--- config.mk ---
export PLATFORM = sky130hd
export DESIGN_NAME = smt_dispatch_scheduler
export DESIGN_NICKNAME = d
export VERILOG_FILES = /design/src/rtl/sys_defs.sv /design/src/rtl/thread_flush_fsm.sv /design/src/rtl/smt_dispatch_scheduler.sv
export SDC_FILE = /design/constraint.sdc
export NUM_CORES = 1
export LEC_CHECK = 0
export ABC_AREA = 1
export CORE_MARGIN = 1.5
export CORE_UTILIZATION = 53
export DETAILED_ROUTE_END_ITERATION = 10
export PLACE_DENSITY = 0.87
export SLEW_MARGIN = 20
export SYNTH_ARGS = -nofsm -noshare
export SYNTH_HDL_FRONTEND = slang
export SYNTH_SLANG_ARGS = --single-unit
--- constraint.sdc ---
create_clock -name clock -period 9.08 [get_ports clock]
set_input_delay 1.816 -clock clock [delete_from_list [all_inputs] [get_ports clock]]
set_output_delay 1.816 -clock clock [all_outputs]
set_load 0.01 [all_outputs]
--- src/rtl/sys_defs.sv ---
// rtl/sys_defs.sv - shared types, constants and helpers for the SMT dispatch scheduler
// Purpose: thread-state enum, thread count, default timing parameters and the
// small combinational helpers used for per-thread caps and shared budgets.
// Ports: none (package).
package sys_defs;

  localparam int N_THREADS            = 2;
  localparam int DEFAULT_FLUSH_CYCLES = 2;
  localparam int DEFAULT_STARVE_LIMIT = 4;

  typedef enum logic {
    THR_RUN   = 1'b0,
    THR_FLUSH = 1'b1
  } thread_state_e;

  // Grants a shared queue can absorb this cycle.
  function automatic logic [1:0] budget(input logic full, input logic almost_full);
    if (full)             return 2'd0;
    else if (almost_full) return 2'd1;
    else                  return 2'd2;
  endfunction

  // Instructions a thread may offer this cycle.
  function automatic logic [1:0] thread_cap(input logic eligible, input logic rob_almost_full,
                                            input logic [1:0] num_ready);
    if (!eligible)            return 2'd0;
    else if (rob_almost_full) return 2'd1;
    else if (num_ready > 2'd2) return 2'd2;
    else                      return num_ready;
  endfunction

  // True when an instruction's queue needs are covered by the remaining budgets.
  function automatic logic fits(input logic need_rs, input logic need_lsq,
                                input logic [1:0] rs_left, input logic [1:0] lsq_left);
    return (!need_rs || (rs_left != 2'd0)) && (!need_lsq || (lsq_left != 2'd0));
  endfunction

endpackage

--- src/rtl/thread_flush_fsm.sv ---
// rtl/thread_flush_fsm.sv - per-thread RUN/FLUSH state machine with flush counter
// Purpose: blocks a thread for FLUSH_CYCLES cycles after a mispredict; a new
// mispredict while flushing restarts the count.
// Ports: clk_i clock, rst_ni sync active-low reset, mispredict_i flush request,
//        state_o registered thread state.
module thread_flush_fsm
  import sys_defs::*;
#(
  parameter int FLUSH_CYCLES = DEFAULT_FLUSH_CYCLES
) (
  input  logic          clk_i,
  input  logic          rst_ni,
  input  logic          mispredict_i,
  output thread_state_e state_o
);

  localparam int CW = (FLUSH_CYCLES > 1) ? $clog2(FLUSH_CYCLES) : 1;

  thread_state_e state_q;
  logic [CW-1:0] cnt_q;

  always_ff @(posedge clk_i) begin
    if (!rst_ni) begin
      state_q <= THR_RUN;
      cnt_q   <= '0;
    end else begin
      case (state_q)
        THR_RUN: begin
          if (mispredict_i) begin
            state_q <= THR_FLUSH;
            cnt_q   <= '0;
          end
        end
        THR_FLUSH: begin
          if (mispredict_i) begin
            cnt_q <= '0;
          end else if (cnt_q == CW'(FLUSH_CYCLES - 1)) begin
            state_q <= THR_RUN;
            cnt_q   <= '0;
          end else begin
            cnt_q <= cnt_q + 1'b1;
          end
        end
        default: begin
          state_q <= THR_RUN;
          cnt_q   <= '0;
        end
      endcase
    end
  end

  assign state_o = state_q;

endmodule

--- src/rtl/smt_dispatch_scheduler.sv ---
// rtl/smt_dispatch_scheduler.sv - two-thread, two-slot dispatch scheduler
// Purpose: picks up to two instructions per cycle from two threads, honouring
// per-thread ROB limits, shared RS/LSQ budgets, flush blocking, round-robin
// fairness and starvation override. Grant outputs are combinational.
// Ports: clock/reset (sync active-low); per-thread req, num_ready, uses_RS,
//        uses_LSQ, ROB status and mispredict; shared RS/LSQ status;
//        outputs slot_valid, slot_thread, consume_t, stall_t.
module smt_dispatch_scheduler
  import sys_defs::*;
#(
  parameter int FLUSH_CYCLES = DEFAULT_FLUSH_CYCLES,
  parameter int STARVE_LIMIT = DEFAULT_STARVE_LIMIT
) (
  input  logic       clock,
  input  logic       reset,
  input  logic       req_0,
  input  logic       req_1,
  input  logic [1:0] num_ready_0,
  input  logic [1:0] num_ready_1,
  input  logic [1:0] uses_RS_0,
  input  logic [1:0] uses_RS_1,
  input  logic [1:0] uses_LSQ_0,
  input  logic [1:0] uses_LSQ_1,
  input  logic       ROB_0_full,
  input  logic       ROB_0_almost_full,
  input  logic       ROB_1_full,
  input  logic       ROB_1_almost_full,
  input  logic       RS_full,
  input  logic       RS_almost_full,
  input  logic       LSQ_full,
  input  logic       LSQ_almost_full,
  input  logic       mispredict_ROB_0,
  input  logic       mispredict_ROB_1,
  output logic [1:0] slot_valid,
  output logic [1:0] slot_thread,
  output logic [1:0] consume_0,
  output logic [1:0] consume_1,
  output logic       stall_0,
  output logic       stall_1
);

  localparam int SW = $clog2(STARVE_LIMIT + 1);

  thread_state_e        state [N_THREADS];
  logic [N_THREADS-1:0] req, mispredict, rob_full, rob_af, elig, starve_hit;
  logic [1:0]           num_ready [N_THREADS];
  logic [1:0]           uses_rs   [N_THREADS];
  logic [1:0]           uses_lsq  [N_THREADS];
  logic [1:0]           cap       [N_THREADS];
  logic [1:0]           cons      [N_THREADS];

  logic          rr_q, rr_d;
  logic [SW-1:0] starve_q [N_THREADS];
  logic [SW-1:0] starve_d [N_THREADS];

  logic       fav, oth;
  logic       f0, f1, o0, o1;
  logic [1:0] rs_left, lsq_left, gcnt_f, gcnt_o;
  logic [1:0] sv_c, st_c;

  assign req        = {req_1, req_0};
  assign mispredict = {mispredict_ROB_1, mispredict_ROB_0};
  assign rob_full   = {ROB_1_full, ROB_0_full};
  assign rob_af     = {ROB_1_almost_full, ROB_0_almost_full};
  assign num_ready[0] = num_ready_0;
  assign num_ready[1] = num_ready_1;
  assign uses_rs[0]   = uses_RS_0;
  assign uses_rs[1]   = uses_RS_1;
  assign uses_lsq[0]  = uses_LSQ_0;
  assign uses_lsq[1]  = uses_LSQ_1;

  thread_flush_fsm #(.FLUSH_CYCLES(FLUSH_CYCLES)) u_flush_0 (
    .clk_i        (clock),
    .rst_ni       (reset),
    .mispredict_i (mispredict_ROB_0),
    .state_o      (state[0])
  );

  thread_flush_fsm #(.FLUSH_CYCLES(FLUSH_CYCLES)) u_flush_1 (
    .clk_i        (clock),
    .rst_ni       (reset),
    .mispredict_i (mispredict_ROB_1),
    .state_o      (state[1])
  );

  // A mispredict in the current cycle already disqualifies its own thread only.
  always_comb begin
    for (int t = 0; t < N_THREADS; t++) begin
      elig[t]       = req[t] && (state[t] == THR_RUN) && !rob_full[t] && !mispredict[t];
      cap[t]        = thread_cap(elig[t], rob_af[t], num_ready[t]);
      starve_hit[t] = (starve_q[t] == SW'(STARVE_LIMIT));
    end
  end

  // Starvation overrides round-robin only when exactly one thread is starving.
  assign fav = (starve_hit == 2'b01) ? 1'b0 :
               (starve_hit == 2'b10) ? 1'b1 : rr_q;
  assign oth = ~fav;

  // Favoured thread fills from slot 0; the other thread continues into whatever
  // slots remain. Within a thread, a blocked instruction stops younger ones.
  always_comb begin
    rs_left  = budget(RS_full, RS_almost_full);
    lsq_left = budget(LSQ_full, LSQ_almost_full);

    f0       = (cap[fav] != 2'd0) && fits(uses_rs[fav][0], uses_lsq[fav][0], rs_left, lsq_left);
    rs_left  = rs_left  - {1'b0, f0 & uses_rs[fav][0]};
    lsq_left = lsq_left - {1'b0, f0 & uses_lsq[fav][0]};

    f1       = f0 && (cap[fav] == 2'd2) && fits(uses_rs[fav][1], uses_lsq[fav][1], rs_left, lsq_left);
    rs_left  = rs_left  - {1'b0, f1 & uses_rs[fav][1]};
    lsq_left = lsq_left - {1'b0, f1 & uses_lsq[fav][1]};

    o0       = !f1 && (cap[oth] != 2'd0) && fits(uses_rs[oth][0], uses_lsq[oth][0], rs_left, lsq_left);
    rs_left  = rs_left  - {1'b0, o0 & uses_rs[oth][0]};
    lsq_left = lsq_left - {1'b0, o0 & uses_lsq[oth][0]};

    o1       = !f0 && o0 && (cap[oth] == 2'd2) && fits(uses_rs[oth][1], uses_lsq[oth][1], rs_left, lsq_left);

    gcnt_f = {1'b0, f0} + {1'b0, f1};
    gcnt_o = {1'b0, o0} + {1'b0, o1};
    cons[0] = fav ? gcnt_o : gcnt_f;
    cons[1] = fav ? gcnt_f : gcnt_o;

    sv_c[0] = f0 | o0;
    sv_c[1] = f1 | (f0 & o0) | o1;
    st_c[0] = f0 ? fav : (o0 ? oth : 1'b0);
    st_c[1] = f1 ? fav : (sv_c[1] ? oth : 1'b0);
  end

  assign slot_valid  = reset ? sv_c : 2'b00;
  assign slot_thread = reset ? st_c : 2'b00;
  assign consume_0   = reset ? cons[0] : 2'd0;
  assign consume_1   = reset ? cons[1] : 2'd0;
  assign stall_0     = reset && req_0 && (cons[0] < num_ready_0);
  assign stall_1     = reset && req_1 && (cons[1] < num_ready_1);

  // Slot 0 is always filled when anything is granted, so it stands for "any grant".
  always_comb begin
    rr_d = rr_q;
    if (elig[0] && elig[1] && sv_c[0]) begin
      rr_d = ~rr_q;
    end
    for (int t = 0; t < N_THREADS; t++) begin
      if (elig[t] && (cons[t] == 2'd0)) begin
        starve_d[t] = starve_hit[t] ? starve_q[t] : starve_q[t] + 1'b1;
      end else begin
        starve_d[t] = '0;
      end
    end
  end

  always_ff @(posedge clock) begin
    if (!reset) begin
      rr_q <= 1'b0;
      for (int t = 0; t < N_THREADS; t++) begin
        starve_q[t] <= '0;
      end
    end else begin
      rr_q <= rr_d;
      for (int t = 0; t < N_THREADS; t++) begin
        starve_q[t] <= starve_d[t];
      end
    end
  end

endmodule

==> impl_metrics.yaml, run 1 <==
synth:
  syn_area_um2: 1350
  ys_types: 33
  synth_area_leaders: "nand2_1, dfxtp_1, ha_1"
  yosysTopAreaCellShare: 0.167
  synth_warnings: 0
  synth_top_area_cell: "nand2_1"
  netlist_instances: 232
  syn_nets: 269
  avgSynthCellArea_um2: 5.82
  ys_seq_elements: 11
  ys_seq_area_frac: 0.163
pwr:
  p_sw_uw: 37.3
  p_comb_frac: 0.307
  clkPwrFrac: 0.288
  finalPower_uw: 123
  power_frac_seq: 0.405
  vdd_drop_max_uv: 64.6
  power.internal_uw: 85.9
  pwr_density_cell_nw_per_um2: 70.9
  power.leakage_uw: 0.000847
  switching_share: 0.303
timing:
  max_slew.worst_pin.slew_ns: 0.337
  setup_violations: 0
  final.setup.tns_ns: 0
  slew_viol_final: 0
  max_freq_ghz: 0.118
  period_share: 0.936
  rsz0062_at_grt: "false"
  maxSlewHeadroom: 0.773
  fin_skew_ns: 0.00463
  final.min_clock_period_ns: 8.50
  timing.final.hold_violations: 0
global_routing:
  grt_usage: 0.232
  overflow: 0
  grt_pass1_vias: 1198
  grt_max_degree: 25
  grt_antenna_before_repair: 0
  grt_pass1_wl_um: 4890
clock_tree:
  ctsLongestPathBuffers: 2
  worstSkewPairLatency_ns: 0.27
  post_cts_buffers: 0
  clkTransAtPathRegs_ns: 0.08
  cts_max_level: 1
  hold_buffers: 0
  cts_buffers: 3
  cts_sinks: 11
  cts_tree: "built"
  cts_resized: 0
  clockRootBuffer: "clkbuf_4"
drt:
  routed_wirelength_um: 3160
  drc: 0
  first_pass_iters: 6
  ant_nets: 0
  wl_per_cell_um: 10.6
  viasPerCell: 5.15
  via_count: 1536
  drt-initial-drc-count: 45
final_layout:
  drive_gt1_frac: 0.0746
  syn2layout_area_growth_pct: 28.6
  num_antenna_cells: 0
  utilization: 0.708
  fillers: 219
  fin_nets: 306
floorplan:
  top_level_ports: 36
  core_um2: 2450
  fp.dieH_um: 53.5
  die_area_um2: 2860
  row_count: 18
  die_x_um: 53.5
  start_util: 0.550
critical_path:
  reg2reg_depth: 36
  r2r_slack_ns: 4.31
  crit_type: "input port to output port"
  crit_path_max_incr_delay_ns: 0.58
  cp_num_buf_inv: 8
  crit_slowest_cell: "clkdlybuf4s50_1"
  cp.arrival_ns: 6.68
  cp_max_fo: 6
  crit_required_ns: 7.26
  cp-start-kind: "input port"
  r2r-start: "starve_q[0][0]"
  r2r-end: "starve_q[0][5]"
  critPathMostFrequentCell: "nand2_1"
  path_delay_family: "simple AND/OR/NAND/NOR gates"
  endpoint_kind: "output port"
place:
  place_hpwl_um: 2590
  gp_congestion: 0.932
  port-buffer-count: 35
min_path:
  holdPathEnd: "u_flush_0.cnt_q"
  hp-class: "flip-flop to flip-flop"
  min_from: "u_flush_0.cnt_q"
  hold_depth: 2
flow_run:
  cap_violations: 0
outcome:
  outcome: "finished clean"
-- tightest hold or removal path, cell delays in order, from the launching register on --
cell	delay, ns
dfxtp_1	0.31
nand2_1	0.06
a211oi_1	0.06
-- how the worst max path moves through the flow --
stage / start / to / cells after the start
6_report: req_1 / stall_0 / 33
5_1_grt: req_1 / stall_0 / 32
4_1_cts: req_1 / stall_0 / 33
3_5_place_dp: req_1 / stall_0 / 33
3_3_place_gp: req_1 / stall_0 / 31
2_1_floorplan: num_ready_0[1] / stall_0 / 32
-- layout by cell type, fill, tap and decap left out, drive strengths merged --
cell type,instances
a211oi,2
ha,11
xnor2,2
nor3,3
clkdlybuf4s50,35
o21ai,7
a21oi,17
clkbuf,4
clkinv,1
nand4,2
nor2,36
o211ai,2
xor2,3
o21bai,2
inv,37
dfxtp,11
nand3,22
or2,4
and3,1
a221oi,1
nand2,65
-- kinds of logic (layout without fill, tap and decap cells) --
kind of cell	Yosys count	after routing	synth area share
XOR/XNOR	5	5	0.0324
flip-flops	11	11	0.163
buffers and inverters	41	77	0.126
AO/OA/AOI/OAI	31	31	0.135
AND/OR/NAND/NOR	133	133	0.442
adder cells (fa/ha/maj)	11	11	0.102
-- per-layer routing --
layer / vias up / GRT usage / wire length [um]
li1: 808 / - / -
met1: 660 / 0.288 / 1460
met2: 59 / 0.391 / 1410
met3: 9 / 0.0339 / 225
met4: 0 / 0.0983 / 60
met5: - / 0 / 0
-- metrics by stage --
| stage | std cells | hold slack (ns) | setup WS, ns | area (um2) |
|---|---|---|---|---|
| finish | 298 | 0.480 | 0.584 | 1740 |
| detailed placement | 294 | 0.466 | 0.633 | 1710 |
| global placement | 294 | 0.457 | 0.706 | 1710 |
| floorplan | 232 | 0.440 | 2.03 | 1350 |
| CTS | 298 | 0.478 | 0.614 | 1740 |
| global route | 298 | 0.508 | 0.184 | 1740 |
-- synthesized netlist by cell type --
cell type,count
nand2_1,60
inv_1,34
nor2_1,34
nand3_1,21
a21oi_1,16
dfxtp_1,11
ha_1,11
o21ai_0,5
inv_2,3
nand2_2,3
xor2_1,3
a211oi_1,2
buf_6,2
nand2_4,2
nor3_1,2
o21ai_1,2
o21bai_1,2
or2_1,2
or2_2,2
xnor2_1,2
a21oi_2,1
a221oi_1,1
and3_1,1
buf_2,1
clkinv_1,1
nand3_2,1
nand4_1,1
nand4_2,1
nor2_2,1
nor2_4,1
nor3_2,1
o211ai_1,1
o211ai_2,1
-- power by group through the flow --
stage / logic (uW) / clock network, uW / registers, uW
after floorplan: 19.5 / 0 / 50.9
final: 37.8 / 35.5 / 49.9
after CTS: 37.7 / 36.0 / 49.9
after global routing: 42.0 / 38.4 / 50.1
after global placement: 37.1 / 0 / 51.0
after detailed placement: 37.4 / 0 / 51.1
-- final cells by class --
class	count	area [um2]	area share
Inverter	38	143	0.0821
Sequential cell	11	220	0.127
Clock buffer	4	26.3	0.0151
Tap cell	30	37.5	0.0216
Multi-Input combinational cell	180	961	0.553
Timing Repair Buffer	35	350	0.202
-- registers in the layout, summed over array words and instances (netlist names) --
| signal | flops |
|---|---|
| u_flush_0.cnt_q | 1 |
| u_flush_1.cnt_q | 1 |
| rr_q | 1 |
| u_flush_0.state_o | 1 |
| u_flush_1.state_o | 1 |
| starve_q | 6 |
Power figures use the tool's default switching activity.
==> inputs of run 2 (changes only) <==
==> constraint.sdc (replaced) <==
create_clock -name clock -period 11 [get_ports clock]
set_input_delay 2.2 -clock clock [delete_from_list [all_inputs] [get_ports clock]]
set_output_delay 2.2 -clock clock [all_outputs]
set_load 0.01 [all_outputs]
==> impl_metrics.yaml, run 2 (synthesized netlist as in run 1, its figures left out) <==
final_layout:
  drive_gt1_frac: 0.0746
  largest_register_ffs: 6
  mostFrequentLayoutCell: "nand2_1"
  largest-register: "starve_q"
  layout_common_cells: "nand2_1, clkdlybuf4s50_1, inv_1, nor2_1, nand3_1"
  fin_nets: 306
  syn2layout_area_growth_pct: 28.6
  num_antenna_cells: 0
timing:
  period_share: 0.843
  max_freq_ghz: 0.108
  final.min_clock_period_ns: 9.28
  fin_skew_ns: 0.00886
  timing.final.hold_violations: 0
  maxSlewHeadroom: 0.787
  max_slew.worst_pin.slew_ns: 0.316
  setup_violations: 0
  final.setup.tns_ns: 0
  slew_viol_final: 0
  rsz0062_at_grt: "false"
  worst_slack_ns: 1.72
critical_path:
  crit_start: "num_ready_0[1]"
  crit_required_ns: 8.80
  cp-start-kind: "input port"
  endpoint_kind: "output port"
  r2r-end: "starve_q[0][4]"
  cp.arrival_ns: 7.08
  r2r_slack_ns: 6.23
  worstSetupEndpoint: "stall_0"
  crit_slowest_cell: "clkdlybuf4s50_1"
  r2r-start: "starve_q[0][0]"
  reg2reg_depth: 36
  crit_path_max_incr_delay_ns: 0.59
  cp_max_fo: 6
  crit_type: "input port to output port"
outcome:
  outcome: "finished clean"
clock_tree:
  post_cts_buffers: 0
  clkTransAtPathRegs_ns: 0.08
  hold_buffers: 0
  cts_tree: "built"
  cts_sinks: 11
  ctsLongestPathBuffers: 2
  cts_buffers: 3
  worstSkewPairLatency_ns: 0.28
  cts_resized: 0
  cts_max_level: 1
  clockRootBuffer: "clkbuf_4"
global_routing:
  grt_pass1_vias: 1193
  overflow: 0
  grt_max_degree: 25
  grt_pass1_wl_um: 4710
  grt_usage: 0.222
  grt_antenna_before_repair: 0
drt:
  routed_wirelength_um: 3030
  drt-initial-drc-count: 26
  ant_nets: 0
  viasPerCell: 5.08
  drc: 0
  via_count: 1514
  wl_per_cell_um: 10.2
  first_pass_iters: 4
place:
  gp_congestion: 0.836
  post-place-ws_ns: 1.75
  port-buffer-count: 35
  place_hpwl_um: 2410
floorplan:
  top_level_ports: 36
  die_area_um2: 2860
  die_x_um: 53.5
  fp.dieH_um: 53.5
  start_util: 0.550
  row_count: 18
  core_um2: 2450
flow_run:
  cap_violations: 0
pwr:
  vdd_drop_max_uv: 53.2
  power.leakage_uw: 0.000847
  pwr_density_cell_nw_per_um2: 58.6
min_path:
  hp-class: "flip-flop to flip-flop"
==> run 2: cell counts in the layout (fill, tap and decap cells not counted) <==
Identical to the previous run, type by type.
==> run 2: through the flow <==
stage,utilization,hold slack (ns),cell area (um2),std cells,total power (uW)
after floorplan,-,0.440,1350,232,58.2
after global placement,0.697,0.457,1710,294,72.7
after detailed placement,0.697,0.467,1710,294,73.1
after CTS,0.708,0.478,1740,298,102
after global routing,0.708,0.494,1740,298,107
final,0.708,0.475,1740,298,102
==> run 2: routing by layer <==
| metal | global-route usage | wire, um | vias to the layer above |
|---|---|---|---|
| met2 | 0.397 | 1400 | 49 |
| met4 | 0.0641 | 35 | 0 |
| met3 | 0.0254 | 166 | 5 |
| met1 | 0.274 | 1430 | 649 |
| met5 | 0 | 0 | - |
| li1 | - | - | 811 |
==> run 2: power by group <==
group	leakage (uW)	internal [uW]	switching (uW)	total [uW]
logic	0.000743	16.0	15.1	31.2
registers	0.0000896	40.8	0.365	41.2
clock network	0.0000150	14.1	15.5	29.5
total	0.000847	70.9	30.9	102
==> run 2: worst max-delay path, delay by kind of cell <==
| family | cells | cell delay (ns) |
|---|---|---|
| AO/OA/AOI/OAI | 5 | 0.66 |
| buffers and inverters | 9 | 1.64 |
| adder cells (fa/ha/maj) | 3 | 0.72 |
| AND/OR/NAND/NOR | 17 | 1.85 |
==> run 2: worst min-delay path by stage <==
| stage | start | slack [ns] | depth (start not counted) | endpoint |
|---|---|---|---|---|
| 2_1_floorplan | u_flush_1.cnt_q | 0.44 | 2 | u_flush_1.cnt_q |
| 3_3_place_gp | u_flush_0.cnt_q | 0.46 | 2 | u_flush_0.cnt_q |
| 3_5_place_dp | u_flush_0.cnt_q | 0.47 | 2 | u_flush_0.cnt_q |
| 4_1_cts | u_flush_0.cnt_q | 0.48 | 2 | u_flush_0.cnt_q |
| 5_1_grt | u_flush_0.cnt_q | 0.49 | 2 | u_flush_0.cnt_q |
| 6_report | u_flush_0.cnt_q | 0.48 | 2 | u_flush_0.cnt_q |
==> run 2: layout make-up <==
cell class	count	area (um2)
Inverter	38	143
Multi-Input combinational cell	180	961
Fill cell	234	717
Sequential cell	11	220
Clock buffer	4	26.3
Tap cell	30	37.5
Timing Repair Buffer	35	350
==> inputs of run 3 (changes only) <==
--- a/config.mk
+++ b/config.mk
@@ -7,9 +7,9 @@
 export LEC_CHECK = 0
 export ABC_AREA = 1
 export CORE_MARGIN = 1.5
-export CORE_UTILIZATION = 53
+export CORE_UTILIZATION = 49
 export DETAILED_ROUTE_END_ITERATION = 10
-export PLACE_DENSITY = 0.87
+export PLACE_DENSITY = 0.82
 export SLEW_MARGIN = 20
 export SYNTH_ARGS = -nofsm -noshare
 export SYNTH_HDL_FRONTEND = slang
==> constraint.sdc (replaced) <==
create_clock -name clock -period 9.5 [get_ports clock]
set_input_delay 1.9 -clock clock [delete_from_list [all_inputs] [get_ports clock]]
set_output_delay 1.9 -clock clock [all_outputs]
set_load 0.01 [all_outputs]
==> impl_metrics.yaml, run 3 (synthesized netlist as in run 1, its figures left out) <==
drt:
  via_count: 1498
  first_pass_iters: 4
  ant_nets: 0
  drc: 0
  wl_per_cell_um: 10.7
  viasPerCell: 5.03
  routed_wirelength_um: 3170
  drt-initial-drc-count: 46
global_routing:
  gr-max-usage-layer: "met2"
  grt_antenna_before_repair: 0
  grt_pass1_wl_um: 5240
  grt_usage: 0.206
  grt_util_met1: 0.259
  grt_pass1_vias: 1292
  overflow: 0
  grt_max_degree: 25
  met3_usage: 0.0211
  grtUsageMet2: 0.359
final_layout:
  syn2layout_area_growth_pct: 28.6
  drive_gt1_frac: 0.0746
  mostFrequentLayoutCell: "nand2_1"
  num_antenna_cells: 0
  fin_nets: 306
  largest_register_ffs: 6
  layout_common_cells: "nand2_1, clkdlybuf4s50_1, inv_1, nor2_1, nand3_1"
  seq_area_um2: 220
  fillers: 244
  final_cells: 298
  largest-register: "starve_q"
  multiInputGateArea_um2: 961
place:
  gp_congestion: 0.821
  post-place-cells: 294
  port-buffer-count: 35
  post-place-ws_ns: 0.851
  place_hpwl_um: 2640
critical_path:
  crit_path_max_incr_delay_ns: 0.59
  cp-start-kind: "input port"
  cp.arrival_ns: 6.77
  crit_slowest_cell: "clkdlybuf4s50_1"
  r2r-end: "starve_q[0][5]"
  crit_required_ns: 7.60
  endpoint_kind: "output port"
  crit_type: "input port to output port"
  r2r-start: "starve_q[0][0]"
  r2r_slack_ns: 4.70
  cp_max_fo: 6
  reg2reg_depth: 36
floorplan:
  die_x_um: 55.5
  start_util: 0.531
  row_count: 18
  fp.dieH_um: 55.5
  core_um2: 2540
  die_area_um2: 3080
  top_level_ports: 36
pwr:
  power.leakage_uw: 0.000847
  power_frac_seq: 0.413
  clkPwrFrac: 0.273
  power.internal_uw: 82.1
  vdd_drop_max_uv: 81.1
  p_comb_frac: 0.315
  pwr_density_cell_nw_per_um2: 66.5
  switching_share: 0.290
  p_sw_uw: 33.5
clock_tree:
  clkTransAtPathRegs_ns: 0.06
  worstSkewPairLatency_ns: 0.27
  post_cts_buffers: 0
  hold_buffers: 0
  cts_sinks: 11
  clockRootBuffer: "clkbuf_4"
  ctsLongestPathBuffers: 2
  cts_resized: 0
  cts_max_level: 1
  cts_tree: "built"
  cts_buffers: 3
flow_run:
  cap_violations: 0
timing:
  setup_violations: 0
  rsz0062_at_grt: "false"
  worst_slack_ns: 0.831
  final.setup.tns_ns: 0
  timing.final.hold_violations: 0
  period_share: 0.913
  max_freq_ghz: 0.115
  fin_skew_ns: 0.00472
  max_slew.worst_pin.slew_ns: 0.468
  slew_viol_final: 0
  final.min_clock_period_ns: 8.67
  maxSlewHeadroom: 0.685
min_path:
  min_from: "u_flush_0.cnt_q"
  hold_depth: 2
  hp-class: "flip-flop to flip-flop"
  holdPathEnd: "u_flush_0.cnt_q"
outcome:
  outcome: "finished clean"
==> run 3: cell counts in the layout (fill, tap and decap cells not counted) <==
No cell type changed its count.
==> run 3: critical path: cells and delay by family <==
family / cells / cell delay, ns
fa+ha+maj: 3 / 0.71
buf+inv: 9 / 1.64
simple gates: 17 / 1.84
compound gates: 5 / 0.70
==> run 3: final cells by class <==
cell class | count | share of cell area
Multi-Input combinational cell | 180 | 0.553
Tap cell | 30 | 0.0216
Clock buffer | 4 | 0.0151
Timing Repair Buffer | 35 | 0.202
Sequential cell | 11 | 0.127
Inverter | 38 | 0.0821
==> run 3: per-layer routing <==
metal | routed length, um | vias up | part of all wire
met3 | 87 | 6 | 0.027
met4 | 40 | 0 | 0.013
met2 | 1520 | 30 | 0.48
li1 | - | 815 | -
met1 | 1530 | 647 | 0.48
met5 | 0 | - | 0
==> run 3: through the flow <==
step	hold WS (ns)	instance area, um2	power (uW)	utilization
3_3_place_gp	0.460	1710	84.7	0.673
2_1_floorplan	0.440	1350	67.3	-
4_1_cts	0.479	1740	117	0.683
6_report	0.482	1740	116	0.683
3_5_place_dp	0.464	1710	85.1	0.673
5_1_grt	0.507	1740	123	0.683
==> run 3: power groups by stage <==
stage          Sequential, uW  Clock [uW]  Combinational (uW)
2_1_floorplan            48.7           0                18.6
3_3_place_gp             48.8           0                35.9
3_5_place_dp             48.8           0                36.3
4_1_cts                  47.7        32.6                36.4
5_1_grt                  47.8        34.5                40.6
6_report                 47.7        31.5                36.4
==> run 3: worst max path at each step <==
stage,start,end,cells past startpoint
finish,num_ready_0[1],stall_0,34
detailed placement,num_ready_0[1],stall_0,34
global route,req_1,stall_0,33
floorplan,num_ready_0[1],stall_0,32
CTS,num_ready_0[1],stall_0,34
global placement,num_ready_0[1],stall_0,34
